<file path="config.mk">
export PLATFORM = sky130hd
export DESIGN_NAME = dmem_port_arbiter
export DESIGN_NICKNAME = d
export VERILOG_FILES = /design/src/rtl/dmem_arb_pkg.sv /design/src/rtl/dmem_fair_picker.sv /design/src/rtl/dmem_port_arbiter.sv
export SDC_FILE = /design/constraint.sdc
export NUM_CORES = 1
export LEC_CHECK = 0
export ABC_AREA = 1
export CELL_PAD_IN_SITES_DETAIL_PLACEMENT = 0
export CELL_PAD_IN_SITES_GLOBAL_PLACEMENT = 1
export CORE_MARGIN = 2
export CORE_UTILIZATION = 25
export DETAILED_ROUTE_END_ITERATION = 8
export PLACE_DENSITY_LB_ADDON = 0.05
export SYNTH_ARGS = -nofsm -noshare
export SYNTH_HDL_FRONTEND = slang
export SYNTH_SLANG_ARGS = --single-unit
</file>
<file path="constraint.sdc">
create_clock -name clk -period 5.3 [get_ports clk]
set_clock_uncertainty 0.2 [all_clocks]
set_input_delay 1.06 -clock clk [delete_from_list [all_inputs] [get_ports clk]]
set_output_delay 1.06 -clock clk [all_outputs]
set_load 0.01 [all_outputs]
</file>
<file path="src/rtl/dmem_arb_pkg.sv">
// Shared encodings for the data-memory port arbiter: FSM states, owner tags, default widths.
package dmem_arb_pkg;

  typedef enum logic [1:0] {
    S_IDLE  = 2'd0,
    S_ISSUE = 2'd1,
    S_WAIT  = 2'd2,
    S_DONE  = 2'd3
  } arb_state_e;

  typedef enum logic {
    OWN_PIPE = 1'b0,
    OWN_LDR  = 1'b1
  } owner_e;

  localparam int DEF_DATA_W = 32;
  localparam int DEF_ADDR_W = 32;

endpackage

</file>
<file path="src/rtl/dmem_fair_picker.sv">
// Winner select between pipeline and loader. The pipeline normally wins ties; after
// STARVE_LIMIT consecutive pipeline grants with the loader waiting, the loader is forced in.
module dmem_fair_picker
  import dmem_arb_pkg::*;
#(
  parameter int STARVE_LIMIT = 2
) (
  input  logic   clk,
  input  logic   rst,
  input  logic   idle,
  input  logic   pipe_req,
  input  logic   ldr_req,
  output owner_e winner
);

  localparam int CNT_W = (STARVE_LIMIT > 0) ? $clog2(STARVE_LIMIT + 1) : 1;
  localparam logic [CNT_W-1:0] LIMIT = CNT_W'(STARVE_LIMIT);

  logic [CNT_W-1:0] starve_cnt;
  logic             force_ldr;

  // Combinational grant: loader wins when alone or when it has been starved long enough.
  always_comb begin
    force_ldr = (STARVE_LIMIT != 0) && (starve_cnt == LIMIT);
    winner    = OWN_PIPE;
    if (ldr_req && (!pipe_req || force_ldr)) begin
      winner = OWN_LDR;
    end
  end

  // Starvation counter: only evaluated in IDLE, saturates at the limit.
  always_ff @(posedge clk or posedge rst) begin
    if (rst) begin
      starve_cnt <= '0;
    end else if (idle) begin
      if (!ldr_req || (winner == OWN_LDR)) begin
        starve_cnt <= '0;
      end else if (pipe_req && (starve_cnt != LIMIT)) begin
        starve_cnt <= starve_cnt + 1'b1;
      end
    end
  end

endmodule

</file>
<file path="src/rtl/dmem_port_arbiter.sv">
// Shares the single-ported data memory between the MEM stage and the loader port.
// Each access: IDLE sample -> ISSUE (mem_en pulse) -> WAIT (read latency) -> DONE (ack) -> IDLE.
// The ack cycle is the DONE state, so a request still high during ack is not re-sampled;
// the following IDLE cycle is the bubble in which the next command is sampled.
module dmem_port_arbiter
  import dmem_arb_pkg::*;
#(
  parameter int DATA_W       = DEF_DATA_W,
  parameter int ADDR_W       = DEF_ADDR_W,
  parameter int MEM_LATENCY  = 1,
  parameter int STARVE_LIMIT = 2
) (
  input  logic              clk,
  input  logic              rst,
  input  logic              pipe_req,
  input  logic              pipe_we,
  input  logic [ADDR_W-1:0] pipe_addr,
  input  logic [DATA_W-1:0] pipe_wdata,
  output logic [DATA_W-1:0] pipe_rdata,
  output logic              pipe_ack,
  output logic              pipe_err,
  output logic              pipe_stall,
  input  logic              ldr_req,
  input  logic              ldr_we,
  input  logic [ADDR_W-1:0] ldr_addr,
  input  logic [DATA_W-1:0] ldr_wdata,
  output logic [DATA_W-1:0] ldr_rdata,
  output logic              ldr_ack,
  output logic              ldr_err,
  output logic              mem_en,
  output logic              mem_we,
  output logic [ADDR_W-3:0] mem_addr,
  output logic [DATA_W-1:0] mem_wdata,
  input  logic [DATA_W-1:0] mem_rdata
);

  localparam int CNT_W = (MEM_LATENCY > 1) ? $clog2(MEM_LATENCY) : 1;
  localparam logic [CNT_W-1:0] CNT_LOAD = CNT_W'(MEM_LATENCY - 1);

  arb_state_e        state;
  owner_e            owner;
  owner_e            winner;
  logic              cmd_we;
  logic              cmd_err;
  logic [CNT_W-1:0]  cnt;
  logic              sel_we;
  logic [ADDR_W-1:0] sel_addr;
  logic [DATA_W-1:0] sel_wdata;
  logic [DATA_W-1:0] resp_data;

  dmem_fair_picker #(
    .STARVE_LIMIT (STARVE_LIMIT)
  ) u_picker (
    .clk      (clk),
    .rst      (rst),
    .idle     (state == S_IDLE),
    .pipe_req (pipe_req),
    .ldr_req  (ldr_req),
    .winner   (winner)
  );

  // Command mux from the winning requester, and the response word returned at ack.
  always_comb begin
    sel_we    = pipe_we;
    sel_addr  = pipe_addr;
    sel_wdata = pipe_wdata;
    if (winner == OWN_LDR) begin
      sel_we    = ldr_we;
      sel_addr  = ldr_addr;
      sel_wdata = ldr_wdata;
    end
    resp_data = (cmd_we || cmd_err) ? '0 : mem_rdata;
  end

  // Stall is combinational so the MEM stage releases in the same cycle as the ack.
  assign pipe_stall = pipe_req & ~pipe_ack & ~rst;

  // Access sequencer: owns state, latency counter, memory strobes and response registers.
  always_ff @(posedge clk or posedge rst) begin
    if (rst) begin
      state      <= S_IDLE;
      owner      <= OWN_PIPE;
      cmd_we     <= 1'b0;
      cmd_err    <= 1'b0;
      cnt        <= '0;
      mem_en     <= 1'b0;
      mem_we     <= 1'b0;
      mem_addr   <= '0;
      mem_wdata  <= '0;
      pipe_rdata <= '0;
      pipe_ack   <= 1'b0;
      pipe_err   <= 1'b0;
      ldr_rdata  <= '0;
      ldr_ack    <= 1'b0;
      ldr_err    <= 1'b0;
    end else begin
      // Responses are single-cycle; they are cleared everywhere except on DONE entry.
      mem_en     <= 1'b0;
      pipe_ack   <= 1'b0;
      pipe_err   <= 1'b0;
      pipe_rdata <= '0;
      ldr_ack    <= 1'b0;
      ldr_err    <= 1'b0;
      ldr_rdata  <= '0;
      case (state)
        S_IDLE: begin
          if (pipe_req || ldr_req) begin
            owner  <= winner;
            cmd_we <= sel_we;
            if (sel_addr[1:0] != 2'b00) begin
              // Misaligned: spend one cycle in WAIT so the ack lands one cycle after sampling.
              cmd_err <= 1'b1;
              cnt     <= '0;
              state   <= S_WAIT;
            end else begin
              cmd_err   <= 1'b0;
              mem_en    <= 1'b1;
              mem_we    <= sel_we;
              mem_addr  <= sel_addr[ADDR_W-1:2];
              mem_wdata <= sel_wdata;
              state     <= S_ISSUE;
            end
          end
        end
        S_ISSUE: begin
          cnt   <= CNT_LOAD;
          state <= S_WAIT;
        end
        S_WAIT: begin
          if (cnt == '0) begin
            state <= S_DONE;
            if (owner == OWN_LDR) begin
              ldr_ack   <= 1'b1;
              ldr_err   <= cmd_err;
              ldr_rdata <= resp_data;
            end else begin
              pipe_ack   <= 1'b1;
              pipe_err   <= cmd_err;
              pipe_rdata <= resp_data;
            end
          end else begin
            cnt <= cnt - 1'b1;
          end
        end
        S_DONE: begin
          state <= S_IDLE;
        end
        default: begin
          state <= S_IDLE;
        end
      endcase
    end
  end

endmodule

</file>
==> results of run 1 <==
-- flip-flops by register name, indices dropped and copies added, names as in the netlist, 2 cells and up --
register and count:
ldr_rdata 32, mem_wdata 32, pipe_rdata 32, mem_addr 30, state 2, u_picker.starve_cnt 2
-- routing by layer --
| layer | global-route usage (%) | vias up | wire, um |
|---|---|---|---|
| li1 | - | 2688 | - |
| met3 | 7.865 | 9 | 2046 |
| met4 | 3.976 | 0 | 159 |
| met1 | 19.57 | 2422 | 8336 |
| met5 | 0 | - | 0 |
| met2 | 24.71 | 183 | 8864 |
-- cells by family (layout without fill, tap and decap cells) --
| kind of cell | count (synthesis) | after routing | synth area share (%) |
|---|---|---|---|
| fa+ha+maj | 4 | 4 | 0.8593 |
| flops | 139 | 139 | 59.72 |
| compound gates | 6 | 6 | 0.5154 |
| buf+inv | 52 | 354 | 5.521 |
| other cells | 0 | 1 | 0 |
| simple gates | 504 | 504 | 33.38 |
-- worst min path at each step --
stage / depth (start not counted) / start / slack, ns / end
after floorplan: 2 / state[0] / 0.25 / state[0]
after global placement: 2 / mem_wdata[19] / 0.26 / mem_wdata[19]
after detailed placement: 2 / state[0] / 0.26 / state[0]
after CTS: 2 / state[0] / 0.28 / state[0]
after global routing: 2 / mem_addr[16] / 0.29 / mem_addr[16]
final: 2 / mem_wdata[9] / 0.28 / mem_wdata[9]
-- through the flow --
step | hold slack (ns) | worst slack [ns] | power, mW | cells
2_1_floorplan | 0.2488 | 0.7514 | 2.279 | 705
3_3_place_gp | 0.2611 | 1.585 | 3.193 | 1288
3_5_place_dp | 0.2646 | 1.568 | 3.187 | 1288
4_1_cts | 0.2815 | 1.707 | 4.504 | 1320
5_1_grt | 0.2950 | 1.628 | 4.722 | 1321
6_report | 0.2770 | 1.732 | 4.410 | 1321
-- worst min-delay path, cell delays in order, from the launching register on --
cell	delay, ns
dfrtp_1	0.34
nand2_1	0.05
nand2_1	0.05
-- layout by cell type (no fill, tap or decap) --
| master | n |
|---|---|
| ha_1 | 4 |
| or2_1 | 1 |
| inv_4 | 1 |
| clkbuf_1 | 1 |
| clkbuf_16 | 17 |
| dfrtp_1 | 139 |
| diode_2 | 1 |
| nand2_2 | 12 |
| nand3_2 | 1 |
| inv_1 | 14 |
| nor2_4 | 2 |
| inv_2 | 1 |
| clkinv_4 | 1 |
| nand2_1 | 412 |
| nor2_1 | 71 |
| a21oi_1 | 1 |
| nand3_1 | 3 |
| clkinvlp_4 | 3 |
| or2_2 | 1 |
| clkdlybuf4s50_1 | 298 |
| inv_8 | 7 |
| buf_4 | 7 |
| bufinv_16 | 3 |
| nand4_1 | 1 |
| inv_6 | 1 |
| o21ai_0 | 5 |
-- report_power, final --
part	internal (mW)	total, mW	switching (mW)
combinational	0.801	1.60	0.802
sequential	1.37	1.53	0.159
clock	0.766	1.28	0.515
total	2.93	4.41	1.48
-- final cells by class --
class,count,share of cell area (%)
sequential,139,36.07
timing repair buffer,305,31.48
multi-input combinational,514,21.10
clock buffer,18,4.451
tap,313,4.061
clock inverter,14,2.089
inverter,17,0.7266
antenna,1,0.02595
==> out/qor.yml, run 1 <==
status:
  outcome: "complete, no violations"
finish:
  post-route-cell-area_mm2: 0.009643
  fill_cells: 2336
  fin_nets: 1164
  final_util_pct: 42.33
  seqCellArea_mm2: 0.003478
  multiInputGateArea_mm2: 0.002034
  syn_to_final_growth_pct: 65.56
  drive_gt1_share_pct: 5.660
die:
  fp.dieW_um: 156.6
  core_area_mm2: 0.02278
  fp.dieArea_mm2: 0.02453
  placementRows: 55
  ios: 299
  fp.dieH_um: 156.6
  start_util_pct: 25.57
detailed_routing:
  drc: 0
  totalWireLength_um: 19410
  vias: 5302
  vias_per_cell: 4.014
  ant_nets: 0
  avgRoutedWirePerCell_um: 14.69
  first_pass_iters: 4
  drt_iter0_drc: 318
placed_design:
  dpl_cell_area_mm2: 0.009010
  place_congestion: 0.6901
  dpl.hpwl_um: 13090
  port_buffers: 298
clocking:
  cts_tree: "done"
  cts_resized: 0
  clk_pin_slew_ns: 0.06
  clock_path_buffers: 2
  cts.sinks: 139
  h-tree-depth: 4
  cts_root_buffer: "clkbuf_16"
  cts_buffers: 17
  cts_hold_buffers: 0
  clock_latency_ns: 0.41
  cts_setup_buffers: 0
synthesis:
  syn-cell-area_mm2: 0.005824
  syn_avg_cell_area_um2: 8.261
  syn_nets: 875
  synth_cells: 705
  synth_seq_area_share_pct: 59.72
  yosys-top-cells-area: "dfrtp_1 60%, nand2_1 27%, nor2_1 4.6%"
  yosysWarnings: 0
  synth_cell_type_count: 21
  ys_top_cells_by_count: "413 x nand2_1, 139 x dfrtp_1, 72 x nor2_1"
  yosysMostFrequentCell: "nand2_1"
  ys.flop_type: "dfrtp_1"
  yosysTopAreaCell: "dfrtp_1"
  synthArstFlopShare_pct: 100.0
  synth-edff-count: 0
  yosysTopAreaCellShare_pct: 59.72
  synth_seq_cells: 139
power:
  leakage_nw: 4.644
  ir_drop_uv: 199.7
  power_density_mw_per_mm2: 457.3
critical_path:
  regToRegSetupSlack_ns: 2.63
  worst-setup-path-type: "in -> out"
  r2r-start: "u_picker.starve_cnt[0]"
  crit_cells: 4
  cp-start-kind: "primary input"
  worst_path_most_repeated_cell: "clkdlybuf4s50_1"
  path_delay_family: "buffers and inverters"
  crit_start: "pipe_req"
  worstPathRequired_ns: 4.04
  r2r_end: "mem_addr[12]"
  cp.arrival_ns: 2.31
  critical_path.max_fanout: 4
  slowest_stage: "clkdlybuf4s50_1"
  max_stage_delay_ns: 0.57
  reg2regPathDepth: 11
  path_buf_inv: 2
  endpoint: "pipe_stall"
  endpoint_kind: "output pin"
  crit_chain: "clkdlybuf4s50_1, nand2_1, nor2_1, clkdlybuf4s50_1"
global_route:
  grt_pass1_vias: 5286
  antenna_found_initial: 1
  grt_pass1_wl_um: 29610
  grt_remaining_overflow: 0
  grt_max_degree: 80
  grt_usage_pct: 15.84
min_path:
  holdCritPathClass: "reg -> reg"
sta:
  worstMarginPinSlew_ns: 1.069
  slew_violations: 0
  tns_ns: 0
  min_period_over_period_pct: 67.33
  relSlewSlack_pct: 28.71
  max_freq_ghz: 0.2802
  setup_viol: 0
  hold_viol: 0
  min_period_ns: 3.568
  rsz0062_at_grt: "no"
run:
  drv_cap: 0
Note: power is estimated with default switching activity, not from simulation.
==> inputs of run 2 (changes only) <==
Settings changed: CORE_UTILIZATION 25 to 28.
Clock period 5.3 ns to 3.3 ns, I/O delays scaled along.
==> run 2 against run 1 <==
Effect of this change:
- final area shrank 0.40%
- global-route usage rose by 1.8 points
- core utilization grew 5.0 points
- cell count shrank 3.0%
- worst hold slack about the same
- clock-buffer cell count stayed put
- worst setup slack got worse by 1.2 ns
- clock power increased by 48%
- critical endpoint unchanged
==> out/qor.yml, run 2 (same netlist as run 1, synthesis figures left out) <==
global_route:
  grt_pass1_vias: 5415  # was 5286
  grt_usage_pct: 17.63  # was 15.84%
  grt_max_degree: 140  # was 80
  grt_remaining_overflow: 0  # unchanged
  grt_pass1_wl_um: 29930  # was 29610 um
  antenna_found_initial: 0  # was 1
  use_met2_pct: 27.50  # was 24.71%
  gr-usage-met1_pct: 22.47  # was 19.57%
  grt_use_met3_pct: 7.331  # was 7.865%
  grt-busiest-layer: "met2"  # unchanged
sta:
  slew_violations: 0  # unchanged
  holdWs_ns: 0.2770  # about the same
  worstMarginPinSlew_ns: 0.8010  # was 1.069 ns
  hold_viol: 0  # unchanged
  max_freq_ghz: 0.3621
  min_period_ns: 2.762
  setup_viol: 0  # unchanged
  worst_slack_ns: 0.5382  # was 1.732 ns
  min_period_over_period_pct: 83.69
  rsz0062_at_grt: "no"  # unchanged
  relSlewSlack_pct: 46.60  # was 28.71%
  tns_ns: 0  # unchanged
finish:
  fin_cells: 1282  # was 1321
  syn_to_final_growth_pct: 64.90  # was 65.56%
  n_antenna_cell: 0  # was 1
  layout_commonest_cell: "nand2_1"  # unchanged
  drive_gt1_share_pct: 6.126  # was 5.660%
  fill_cells: 2026  # was 2336
  mostFrequentLayoutCells: "412 x nand2_1, 298 x clkdlybuf4s50_1, 139 x dfrtp_1, 71 x nor2_1, 17 x clkbuf_16"  # unchanged
  reg_top3: "ldr_rdata (32), mem_wdata (32), pipe_rdata (32)"  # unchanged
  fin_nets: 1169  # was 1164
die:
  fp.dieH_um: 148.2  # was 156.6 um
  fp.dieArea_mm2: 0.02197  # was 0.02453 mm^2
  ios: 299  # unchanged
  fp.dieW_um: 148.2  # was 156.6 um
  core_area_mm2: 0.02030  # was 0.02278 mm^2
  placementRows: 52  # was 55
  start_util_pct: 28.69  # was 25.57%
power:
  ir_drop_uv: 356.7  # was 199.7 uV
  p_sw_mw: 2.379  # was 1.475 mW
  intPower_mw: 4.575  # was 2.935 mW
  clock_power_share_pct: 27.2  # was 29.0%
  p_seq_share_pct: 35.3  # was 34.6%
  finalPower_mw: 6.954  # was 4.410 mW
  leakage_nw: 4.653  # was 4.644 nW
  power_density_mw_per_mm2: 724.0  # was 457.3 mW/mm^2
  swShare_pct: 34.21  # was 33.45%
  power.share.combinational_pct: 37.5  # was 36.3%
detailed_routing:
  totalWireLength_um: 18960  # was 19410 um
  drt_iter0_drc: 170  # was 318
  vias: 5322  # was 5302
  drc: 0  # unchanged
  vias_per_cell: 4.151  # was 4.014
  avgRoutedWirePerCell_um: 14.79  # was 14.69 um
  ant_nets: 0  # unchanged
  first_pass_iters: 5  # was 4
critical_path:
  cp.arrival_ns: 1.90  # was 2.31 ns
  worst-setup-path-type: "in -> out"  # unchanged
  worstPathRequired_ns: 2.44  # was 4.04 ns
  max_stage_delay_ns: 0.55  # was 0.57 ns
  reg2regPathDepth: 9  # was 11
  cp-start-kind: "primary input"  # unchanged
  worst_path_most_repeated_cell: "clkdlybuf4s50_1"  # unchanged
  path_buf_inv: 2  # unchanged
  path_delay_family: "buffers and inverters"  # unchanged
  slowest_stage: "clkdlybuf4s50_1"  # unchanged
  critical_path.max_fanout: 4  # unchanged
  regToRegSetupSlack_ns: 1.31  # was 2.63 ns
  crit_chain: "clkdlybuf4s50_1, nand2_1, nor2_1, clkdlybuf4s50_1"  # unchanged
  r2r-start: "state[0]"  # was u_picker.starve_cnt[0]
  r2r_end: "mem_wdata[30]"  # was mem_addr[12]
  endpoint_kind: "output pin"  # unchanged
placed_design:
  placed_cells: 1250  # was 1288
  port_buffers: 298  # unchanged
  place_congestion: 0.7374  # was 0.6901
  dp_slack_ns: 0.5204  # was 1.568 ns
  dpl.hpwl_um: 12900  # was 13090 um
clocking:
  clk_pin_slew_ns: 0.06  # about the same
  cts_tree: "done"  # unchanged
  clock_latency_ns: 0.42  # was 0.41 ns
  cts_buffers: 17  # unchanged
  cts_setup_buffers: 0  # unchanged
  h-tree-depth: 4  # unchanged
  cts_hold_buffers: 0  # unchanged
  cts_root_buffer: "clkbuf_16"  # unchanged
  clock_path_buffers: 2  # unchanged
  cts_resized: 0  # unchanged
  cts.sinks: 139  # unchanged
min_path:
  holdCritPathClass: "reg -> reg"  # unchanged
  min_path_cells: 2  # unchanged
  hp-start: "mem_wdata[12]"  # was mem_wdata[9]
  min_to: "mem_wdata[12]"  # was mem_wdata[9]
run:
  drv_cap: 0  # unchanged
status:
  outcome: "complete, no violations"  # unchanged
[run 2: cell count changes in the layout (fill, tap and decap cells not counted)]
cell,change
nor2_2,+1
bufinv_16,-2
buf_4,+2
inv_6,+5
diode_2,-1
inv_8,-4
buf_12,+3
clkinv_4,+1
nor2_4,-1
[run 2: worst max path at each step]
stage / from / slack, ns / to / cells past startpoint
after global routing: pipe_req / 0.46 / pipe_stall / 4
after global placement: pipe_req / 0.52 / pipe_stall / 4
after CTS: pipe_req / 0.52 / pipe_stall / 4
after detailed placement: pipe_req / 0.52 / pipe_stall / 4
after floorplan: rst / -0.45 / pipe_stall / 3
final: pipe_req / 0.54 / pipe_stall / 4
[run 2: worst reg2reg max path: stages, from the launching register on]
cell,delay [ns]
dfrtp_1,0.39
inv_1,0.10
ha_1,0.19
inv_1,0.07
nor2_4,0.16
nand3_2,0.13
inv_4,0.25
buf_12,0.25
nand2_1,0.11
nand2_1,0.06
[run 2: through the flow]
step                util [%]  cell area, um^2
floorplan                  -             5828
global placement       44.46             9026
detailed placement     44.46             9026
CTS                    47.31             9604
global route           47.31             9604
finish                 47.31             9604
[run 2: final cells by class]
type                    instances  area, um^2  share of cell area [%]
clock buffers                  18       429.2                   4.468
clock inverters                14       148.9                   1.550
inverters                      17       70.07                  0.7295
multi-input cells             514        2029                   21.13
flip-flops and latches        139        3478                   36.22
well taps                     270       337.8                   3.517
repair buffers                310        3110                   32.39
[run 2: metal layers]
layer	share of wire (%)	vias to the layer above
li1	-	2693
met1	43	2433
met2	46	176
met3	9.3	20
met4	1.6	0
met5	0	-
[run 2: power groups by stage]
stage	Sequential, mW	Combinational (mW)	Clock [mW]
after floorplan	2.69	0.968	0
after global placement	2.47	2.66	0
after detailed placement	2.48	2.66	0
after CTS	2.46	2.67	1.96
after global routing	2.52	2.88	2.03
final	2.46	2.61	1.89
==> inputs of run 3 (changes only) <==
Clock period 3.3 ns to 2.83 ns, I/O delays scaled along.
==> run 3 against run 2 <==
Effect of this change:
- non-clock buffer count shrank 1
- flip-flop and latch count unchanged
- combinational power grew 17%
- cell count about the same
- via count down 0.90%
- sequential power is 16% higher
- clock-buffer cell count up 1
- total power increased by 16%
- sequential share of layout area decreased by 0.089 points
- wire length shrank 1.6%
- register-to-register slack got worse by 0.43 ns
- clock power rose by 15%
- critical path type unchanged
==> out/qor.yml, run 3 (same netlist as run 1, synthesis figures left out) <==
placed_design:
  dpl.hpwl_um: 12530  # was 12900 um
  port_buffers: 298  # unchanged
  place_congestion: 0.7487  # was 0.7374
critical_path:
  crit_chain: "clkdlybuf4s50_1, nand2_1, nor2_1, clkdlybuf4s50_1"  # unchanged
  worstPathRequired_ns: 2.06  # was 2.44 ns
  cp.arrival_ns: 1.82  # was 1.90 ns
  slowest_stage: "clkdlybuf4s50_1"  # unchanged
  worst-setup-path-type: "in -> out"  # unchanged
  max_stage_delay_ns: 0.55  # about the same
  critical_path.max_fanout: 4  # unchanged
  cp-start-kind: "primary input"  # unchanged
  endpoint_kind: "output pin"  # unchanged
  reg2regPathDepth: 9  # unchanged
  worst_path_most_repeated_cell: "clkdlybuf4s50_1"  # unchanged
detailed_routing:
  vias: 5274  # was 5322
  ant_nets: 0  # unchanged
  totalWireLength_um: 18660  # was 18960 um
  avgRoutedWirePerCell_um: 14.57  # was 14.79 um
  drc: 0  # unchanged
  drt_iter0_drc: 244  # was 170
  vias_per_cell: 4.117  # was 4.151
  first_pass_iters: 4  # was 5
finish:
  seqCellArea_mm2: 0.003478  # unchanged
  fin_nets: 1168  # was 1169
  n_antenna_cell: 0  # unchanged
  reg_top3: "ldr_rdata (32), mem_wdata (32), pipe_rdata (32)"  # unchanged
  mostFrequentLayoutCells: "412 x nand2_1, 298 x clkdlybuf4s50_1, 139 x dfrtp_1, 71 x nor2_1, 17 x clkbuf_16"  # unchanged
  multiInputGateArea_mm2: 0.002029  # unchanged
  fill_cells: 2020  # was 2026
  syn_to_final_growth_pct: 65.31  # was 64.90%
  drive_gt1_share_pct: 6.034  # was 6.126%
  layout_commonest_cell: "nand2_1"  # unchanged
clocking:
  clock_path_buffers: 2  # unchanged
  cts_resized: 0  # unchanged
  h-tree-depth: 4  # unchanged
  cts_root_buffer: "clkbuf_16"  # unchanged
  cts_setup_buffers: 0  # unchanged
  cts_buffers: 17  # unchanged
  clk_pin_slew_ns: 0.06  # about the same
  clock_latency_ns: 0.41  # was 0.42 ns
  cts_hold_buffers: 0  # unchanged
  cts_tree: "done"  # unchanged
  cts.sinks: 139  # unchanged
global_route:
  grt_max_degree: 140  # unchanged
  grt-busiest-layer: "met2"  # unchanged
  gr-usage-met1_pct: 21.46  # was 22.47%
  grt_use_met3_pct: 7.485  # was 7.331%
  use_met2_pct: 26.64  # was 27.50%
  antenna_found_initial: 0  # unchanged
  grt_pass1_wl_um: 28880  # was 29930 um
  grt_usage_pct: 17.06  # was 17.63%
  grt_pass1_vias: 5181  # was 5415
  grt_remaining_overflow: 0  # unchanged
die:
  core_area_mm2: 0.02030  # unchanged
  placementRows: 52  # unchanged
  fp.dieW_um: 148.2  # unchanged
  fp.dieArea_mm2: 0.02197  # unchanged
  fp.dieH_um: 148.2  # unchanged
  start_util_pct: 28.69  # unchanged
  ios: 299  # unchanged
sta:
  min_period_ns: 2.582
  max_freq_ghz: 0.3873
  setup_viol: 0  # unchanged
  slew_violations: 0  # unchanged
  holdWs_ns: 0.2751  # was 0.2770 ns
  rsz0062_at_grt: "no"  # unchanged
  hold_viol: 0  # unchanged
  min_period_over_period_pct: 91.25
  relSlewSlack_pct: 48.54  # was 46.60%
  worstMarginPinSlew_ns: 0.7719  # was 0.8010 ns
power:
  power_density_mw_per_mm2: 840.9  # was 724.0 mW/mm^2
  finalPower_mw: 8.097  # was 6.954 mW
  ir_drop_uv: 463.7  # was 356.7 uV
  leakage_nw: 4.662  # was 4.653 nW
status:
  outcome: "complete, no violations"  # unchanged
run:
  drv_cap: 0  # unchanged
min_path:
  min_path_cells: 2  # unchanged
  holdCritPathClass: "reg -> reg"  # unchanged
-- run 3: layer usage --
layer  vias up  wire, um
met4         0       277
met1      2385      7998
met2       182      8582
met5         -         0
li1       2688         -
met3        19      1803
-- run 3: stage by stage --
stage | setup TNS (ns) | std cells | utilization (%) | setup slack, ns | instance area [um^2]
floorplan | -0.7306 | 705 | - | -0.7306 | 5828
global placement | 0 | 1249 | 44.61 | 0.2453 | 9056
detailed placement | 0 | 1249 | 44.61 | 0.2500 | 9056
CTS | 0 | 1281 | 47.43 | 0.2484 | 9628
global route | 0 | 1281 | 47.43 | 0.2207 | 9628
finish | 0 | 1281 | 47.43 | 0.2477 | 9628
-- run 3: worst paths after layout --
| kind | startpoint | end | slack, ns |
|---|---|---|---|
| min in group asynchronous | rst | mem_addr[27] | 0.53 |
| worst min register to register | mem_wdata[22] | mem_wdata[22] | 0.28 |
| worst min-delay path | mem_wdata[22] | mem_wdata[22] | 0.28 |
| max in group asynchronous | rst | mem_wdata[5] | 1.32 |
| worst max-delay path | pipe_req | pipe_stall | 0.25 |
| worst max register to register | state[0] | mem_wdata[28] | 0.88 |
-- run 3: where the power goes --
group	internal, mW	total [mW]	switching [mW]
Clock	1.26	2.18	0.925
Combinational	1.54	3.06	1.52
Sequential	2.56	2.86	0.291
-- run 3: worst max-delay path, delay by kind of cell --
family        cells  cell delay (ns)
simple gates      2             0.16
buf+inv           2             1.09
-- run 3: layout make-up --
type,count,share of cell area [%]
clock buffer,19,4.600
clock inverter,13,1.339
inverter,17,0.7277
multi-input combinational,514,21.08
sequential,139,36.13
tap,270,3.509
timing repair buffer,309,32.62
